<file path="src/rtl/k051962_plane_serializer.sv">
// k051962_plane_serializer
// Per-plane pixel serializer for the tilemap mixer. One tile slot latches an
// 8-pixel planar GFX ROM word plus its COL attribute. The tile is shifted out
// one dot per pixel enable, with optional horizontal flip. The 0..7 fine
// scroll is applied through a short delay line.
//
// Ports
//   clk_24M      master clock (only clock)
//   RST          synchronous active-high reset
//   PIX_CE       pixel enable; all state advances only when it is high
//   LOAD         tile-slot strobe, honoured with PIX_CE
//   ROM_D        8 pixels, planar: plane b occupies ROM_D[8*b+7 -: 8], MSB = leftmost
//   COL_IN       tile attribute; bit 0 requests H flip
//   FLIP_X_EN    enables COL_IN[0] as H flip
//   FLIP_SCREEN  global flip, XORed into the H flip decision
//   FINE         fine scroll, latched at LOAD
//   DOT          pixel colour index
//   DOT_COL      attribute travelling with DOT
//   DOT_OPAQUE   DOT != 0
//   UNDERRUN     sticky: a tile ran dry before the next LOAD
module k051962_plane_serializer #(
  parameter int unsigned BPP    = 4,
  parameter int unsigned FINE_W = 3,
  parameter int unsigned COL_W  = 8
) (
  input  logic               clk_24M,
  input  logic               RST,
  input  logic               PIX_CE,
  input  logic               LOAD,
  input  logic [8*BPP-1:0]   ROM_D,
  input  logic [COL_W-1:0]   COL_IN,
  input  logic               FLIP_X_EN,
  input  logic               FLIP_SCREEN,
  input  logic [FINE_W-1:0]  FINE,
  output logic [BPP-1:0]     DOT,
  output logic [COL_W-1:0]   DOT_COL,
  output logic               DOT_OPAQUE,
  output logic               UNDERRUN
);

  localparam int unsigned NTaps = 2**FINE_W;

  typedef enum logic [0:0] {StEmpty, StShift} state_e;

  state_e             state_q, state_d;
  logic [8*BPP-1:0]   rom_q;
  logic [COL_W-1:0]   col_q;
  logic               hflip_q;
  logic [FINE_W-1:0]  fine_q;
  logic [2:0]         idx_q;
  logic               loaded_q;
  logic               underrun_q;
  logic [BPP-1:0]     tap_dot_q [NTaps];
  logic [COL_W-1:0]   tap_col_q [NTaps];
  logic [BPP-1:0]     dot_q;
  logic [COL_W-1:0]   dot_col_q;

  logic [BPP-1:0]     pix [8];
  logic [2:0]         pix_sel;
  logic [BPP-1:0]     feed_dot;
  logic [COL_W-1:0]   feed_col;
  logic               underrun_set;

  // Planar decode: pixel p takes bit (7-p) of each 8-bit plane slice.
  always_comb begin
    for (int p = 0; p < 8; p++) begin
      pix[p] = '0;
      for (int b = 0; b < int'(BPP); b++) begin
        pix[p][b] = rom_q[8*b + 7 - p];
      end
    end
  end

  // State register
  always_ff @(posedge clk_24M) begin
    if (RST) begin
      state_q <= StEmpty;
    end else if (PIX_CE) begin
      state_q <= state_d;
    end
  end

  // Next-state logic; only applied on PIX_CE
  always_comb begin
    state_d = state_q;
    unique case (state_q)
      StEmpty: if (LOAD) state_d = StShift;
      StShift: begin
        if (LOAD) begin
          state_d = StShift;
        end else if (idx_q == 3'd7) begin
          state_d = StEmpty;
        end
      end
      default: state_d = StEmpty;
    endcase
  end

  // FSM outputs: what is fed into the delay line this pixel
  always_comb begin
    pix_sel      = hflip_q ? (3'd7 - idx_q) : idx_q;
    feed_dot     = '0;
    feed_col     = '0;
    underrun_set = 1'b0;
    unique case (state_q)
      StShift: begin
        feed_dot     = pix[pix_sel];
        feed_col     = col_q;
        // Last pixel fed with no follow-on tile: the next feed is
        // unavoidably from EMPTY, so flag it now.
        underrun_set = (idx_q == 3'd7) && !LOAD;
      end
      StEmpty: underrun_set = loaded_q;
      default: ;
    endcase
  end

  // Tile latch, delay line and output register
  always_ff @(posedge clk_24M) begin
    if (RST) begin
      rom_q      <= '0;
      col_q      <= '0;
      hflip_q    <= 1'b0;
      fine_q     <= '0;
      idx_q      <= '0;
      loaded_q   <= 1'b0;
      underrun_q <= 1'b0;
      dot_q      <= '0;
      dot_col_q  <= '0;
      for (int i = 0; i < int'(NTaps); i++) begin
        tap_dot_q[i] <= '0;
        tap_col_q[i] <= '0;
      end
    end else if (PIX_CE) begin
      if (LOAD) begin
        rom_q    <= ROM_D;
        col_q    <= COL_IN;
        hflip_q  <= (COL_IN[0] & FLIP_X_EN) ^ FLIP_SCREEN;
        fine_q   <= FINE;
        idx_q    <= '0;
        loaded_q <= 1'b1;
      end else if (state_q == StShift) begin
        idx_q <= idx_q + 3'd1;
      end
      if (underrun_set) underrun_q <= 1'b1;
      tap_dot_q[0] <= feed_dot;
      tap_col_q[0] <= feed_col;
      for (int i = 1; i < int'(NTaps); i++) begin
        tap_dot_q[i] <= tap_dot_q[i-1];
        tap_col_q[i] <= tap_col_q[i-1];
      end
      // Reads the tap using the FINE in force before this edge
      dot_q     <= tap_dot_q[fine_q];
      dot_col_q <= tap_col_q[fine_q];
    end
  end

  assign DOT        = dot_q;
  assign DOT_COL    = dot_col_q;
  assign DOT_OPAQUE = |dot_q;
  assign UNDERRUN   = underrun_q;

endmodule
</file>
<file path="config.mk">
export PLATFORM = sky130hd
export DESIGN_NAME = k051962_plane_serializer
export DESIGN_NICKNAME = d
export VERILOG_FILES = /design/src/rtl/k051962_plane_serializer.sv
export SDC_FILE = /design/constraint.sdc
export NUM_CORES = 1
export LEC_CHECK = 0
export ABC_AREA = 1
export CAP_MARGIN = 15
export CORE_ASPECT_RATIO = 2
export CORE_MARGIN = 2
export CORE_UTILIZATION = 45
export DETAILED_ROUTE_END_ITERATION = 8
export PLACE_DENSITY = 0.64
export SYNTH_ARGS = -nofsm -noshare
export SYNTH_HDL_FRONTEND = slang
export SYNTH_SLANG_ARGS = --single-unit
</file>
<file path="constraint.sdc">
create_clock -name clk_24M -period 3.5 [get_ports clk_24M]
set_input_delay 0.35 -clock clk_24M [delete_from_list [all_inputs] [get_ports clk_24M]]
set_output_delay 0.35 -clock clk_24M [all_outputs]
set_load 0.02 [all_outputs]
</file>
==> summary.md <==
Placed design
* gp weighted congestion: 0.818
* post-placement cell area: 7720 um2
* input/output buffers: 62
* placed wire-length estimate: 9610 um
* Post-Place Cells: 1017

Synth
* synthesized netlist net count: 845
* distinct cell type count after synthesis: 29
* sequential-to-total area share from yosys stat: 59.0%
* Mapped Area: 6990 um2
* number of warning messages in the yosys log: 0
* syn_area_per_cell: 8.80 um2
* instance count of the mapped netlist: 794
* flip-flop and latch count after synthesis: 158

Die
* floorplan die area: 16600 um2
* area of the core region: 15200 um2
* effective utilization at floorplan: 45.9%
* I/O pin total: 63
* Die W: 92.1 um
* overall die height: 180 um
* number of standard-cell rows in the floorplan: 64

Timing
* portion of the clock cycle consumed by the worst path in the final layout: 63.1%
* endpoints failing hold: 0
* max-slew violation count: 0
* setup TNS after final layout: 0 ps
* worst slack on hold paths: 454 ps
* maximum clock frequency: 453 MHz
* tightest slew margin relative to the limit: 35.0%
* RSZ-0062 raised after global routing: false
* number of setup violations in the final report: 0
* post-layout min period: 2210 ps
* setup skew after layout: 6.11 ps
* worst slew pin tran: 974 ps

Clocking
* clk sink count: 158
* insertion delay to the later sink of the worst-skew pair: 420 ps
* CTS clk-pin slew, worst paths: 60 ps
* hold_buf cts: 0
* number of H-tree branching levels: 4
* clock tree from TritonCTS: built
* buffer depth of the longest clock path: 2
* number of buffers inserted to repair setup after CTS: 0
* PostCTS Resize Cnt: 0
* root buffer cell: sky130_fd_sc_hd__clkbuf_16
* number of buffers created by CTS: 17

GRT
* remaining global-route overflow: 0
* number of antenna violations at the first check in global routing: 0
* total track usage: 17.9%
* number of global-route vias before repair: 5041
* global-route wire length before repair: 23600 um
* largest net degree at the start of global routing: 97

Finish
* layout cells sized above 1: 6.35%
* area grow syn2layout: 18.6%
* post-route cell area: 8290 um2
* count of placed standard cells in the final layout, fillers left out: 1049
* antenna cells: 0
* Util after Layout: 54.5%
* NumNets Final: 889

Routing
* Total Wirelength: 14100 um
* DR pass1 iterations: 5
* DRC marker count from the first detailed-route iteration: 392
* drt drc: 0
* ratio of routed vias to standard cells: 4.96
* mean routed wirelength per cell: 13.4 um
* remaining number of nets flagged by the antenna check after routing: 0
* total vias in the final route: 5205

Power and ir drop
* peak supply drop: 0.355 mV
* leakage power: 3.26 nW
* power per unit of standard cell area: 525 nW/um2

Worst setup path
* cell with the largest stage delay on the worst path: sky130_fd_sc_hd__clkdlybuf4s50_1
* Data arrival, critical path: 2380 ps
* data required time of the worst path: 3670 ps
* kind of end point of the critical path: register
* worst path bufs/invs: 5
* CP Class: in -> reg
* largest incremental delay on the critical path: 700 ps
* sequence of cells on the critical path: clkdlybuf4s50_1 -> buf_4 -> nor2_1 -> buf_4 -> inv_2 -> buf_12 -> nor2_1
* startpoint kind of the worst setup timing path: input pin
* largest delay contributor family on the critical path: buffers and inverters
* biggest fanout along the worst timing path: 37

Flow run
* Max-cap violations: 0

Outcome
* outcome: finished, final reports clean

Worst hold path
* path class of the lowest-slack min-delay path: reg -> reg

## synth_stat cells
| master | count | share of area (%) |
|---|---|---|
| sky130_fd_sc_hd__a211oi_1 | 1 | 0.11 |
| sky130_fd_sc_hd__a21oi_1 | 60 | 4.3 |
| sky130_fd_sc_hd__buf_1 | 3 | 0.16 |
| sky130_fd_sc_hd__buf_2 | 12 | 0.86 |
| sky130_fd_sc_hd__buf_4 | 2 | 0.21 |
| sky130_fd_sc_hd__buf_6 | 3 | 0.48 |
| sky130_fd_sc_hd__buf_8 | 1 | 0.21 |
| sky130_fd_sc_hd__clkbuf_1 | 24 | 1.3 |
| sky130_fd_sc_hd__clkinv_1 | 1 | 0.054 |
| sky130_fd_sc_hd__dfxtp_1 | 62 | 18 |
| sky130_fd_sc_hd__edfxtp_1 | 96 | 41 |
| sky130_fd_sc_hd__ha_1 | 2 | 0.36 |
| sky130_fd_sc_hd__inv_1 | 121 | 6.5 |
| sky130_fd_sc_hd__inv_2 | 3 | 0.16 |
| sky130_fd_sc_hd__nand2_1 | 84 | 4.5 |
| sky130_fd_sc_hd__nand2_2 | 7 | 0.63 |
| sky130_fd_sc_hd__nand2_4 | 1 | 0.16 |
| sky130_fd_sc_hd__nand2_8 | 1 | 0.29 |
| sky130_fd_sc_hd__nand3_1 | 63 | 4.5 |
| sky130_fd_sc_hd__nand3b_1 | 4 | 0.43 |
| sky130_fd_sc_hd__nor2_1 | 141 | 7.6 |
| sky130_fd_sc_hd__o211ai_1 | 12 | 1.3 |
| sky130_fd_sc_hd__o21ai_0 | 71 | 5.1 |
| sky130_fd_sc_hd__o21ai_1 | 14 | 1.0 |
| sky130_fd_sc_hd__or4_1 | 1 | 0.11 |
| sky130_fd_sc_hd__xnor2_1 | 1 | 0.13 |
| sky130_fd_sc_hd__xnor2_2 | 1 | 0.23 |
| sky130_fd_sc_hd__xor2_1 | 1 | 0.13 |
| sky130_fd_sc_hd__xor2_2 | 1 | 0.23 |
## layout by cell type, fill, tap and decap left out, drive strengths merged, types with 4 or more instances in the layout
cell type / synthesis / final
a21oi: 60 / 60
buf: 21 / 8
clkbuf: 24 / 21
clkdlybuf4s50: 0 / 62
clkinv: 1 / 5
dfxtp: 62 / 62
edfxtp: 96 / 96
inv: 124 / 129
nand2: 93 / 93
nand3: 63 / 63
nand3b: 4 / 4
nor2: 141 / 141
o211ai: 12 / 12
o21ai: 85 / 85
## state kept, by name, summed over array words and instances, names as in the netlist
name / cells
rom_q: 32
state_q: 1
col_q: 8
tap_dot_q: 32
fine_q: 3
tap_col_q: 64
DOT: 4
loaded_q: 1
DOT_COL: 8
UNDERRUN: 1
hflip_q: 1
idx_q: 3
## stage by stage
stage,power [mW],setup WS (ps)
after floorplan,2.49,451
after global placement,2.64,919
after detailed placement,2.66,858
after CTS,4.40,1270
after global routing,4.55,1180
final,4.36,1290
## area by class of cell
type                       instances  area (um2)
sequential                       158        4130
multi-input combinational        466        2170
tap                              198         248
clock buffer                      21         493
fill                            1469        6920
timing repair buffer              70         706
clock inverter                    11        75.1
inverter                         125         470
## logic make-up (layout without fill, tap and decap cells)
kind of cell    count (synthesis)  count (layout)  synth area share, %
flops                         158             158                 59.0
simple gates                  302             302                 18.2
compound gates                158             158                 11.8
buf+inv                       170             227                 9.94
fa+ha+maj                       2               2                0.358
xor+xnor                        4               4                0.716
## power breakdown
group	total, mW	internal [mW]	switching (mW)
combinational	0.464	0.184	0.280
clock	1.74	1.01	0.730
sequential	2.15	2.10	0.0534
## routing by layer
layer	track usage [%]	routed length, um
met3	3.51	414
met5	0	0
met2	33.5	7770
met1	18.9	5420
met4	8.06	451
## tightest hold or removal path, delay by kind of cell (launching register included)
| family | cells | cell delay [ps] |
|---|---|---|
| AOI/OAI and AO/OA | 1 | 50 |
| DFF | 1 | 300 |
| buffers and inverters | 1 | 60 |
## path summary, 6_finish.rpt
kind,from,endpoint,slack (ps),cells past startpoint
hold / removal,rom_q[19],rom_q[19],450,2
hold reg to reg,rom_q[19],rom_q[19],450,2
setup / recovery,RST,tap_col_q[3][6],1290,7
setup reg to reg,fine_q[0],DOT_COL[3],1700,6
No activity file was read; power rests on OpenSTA's default activity.
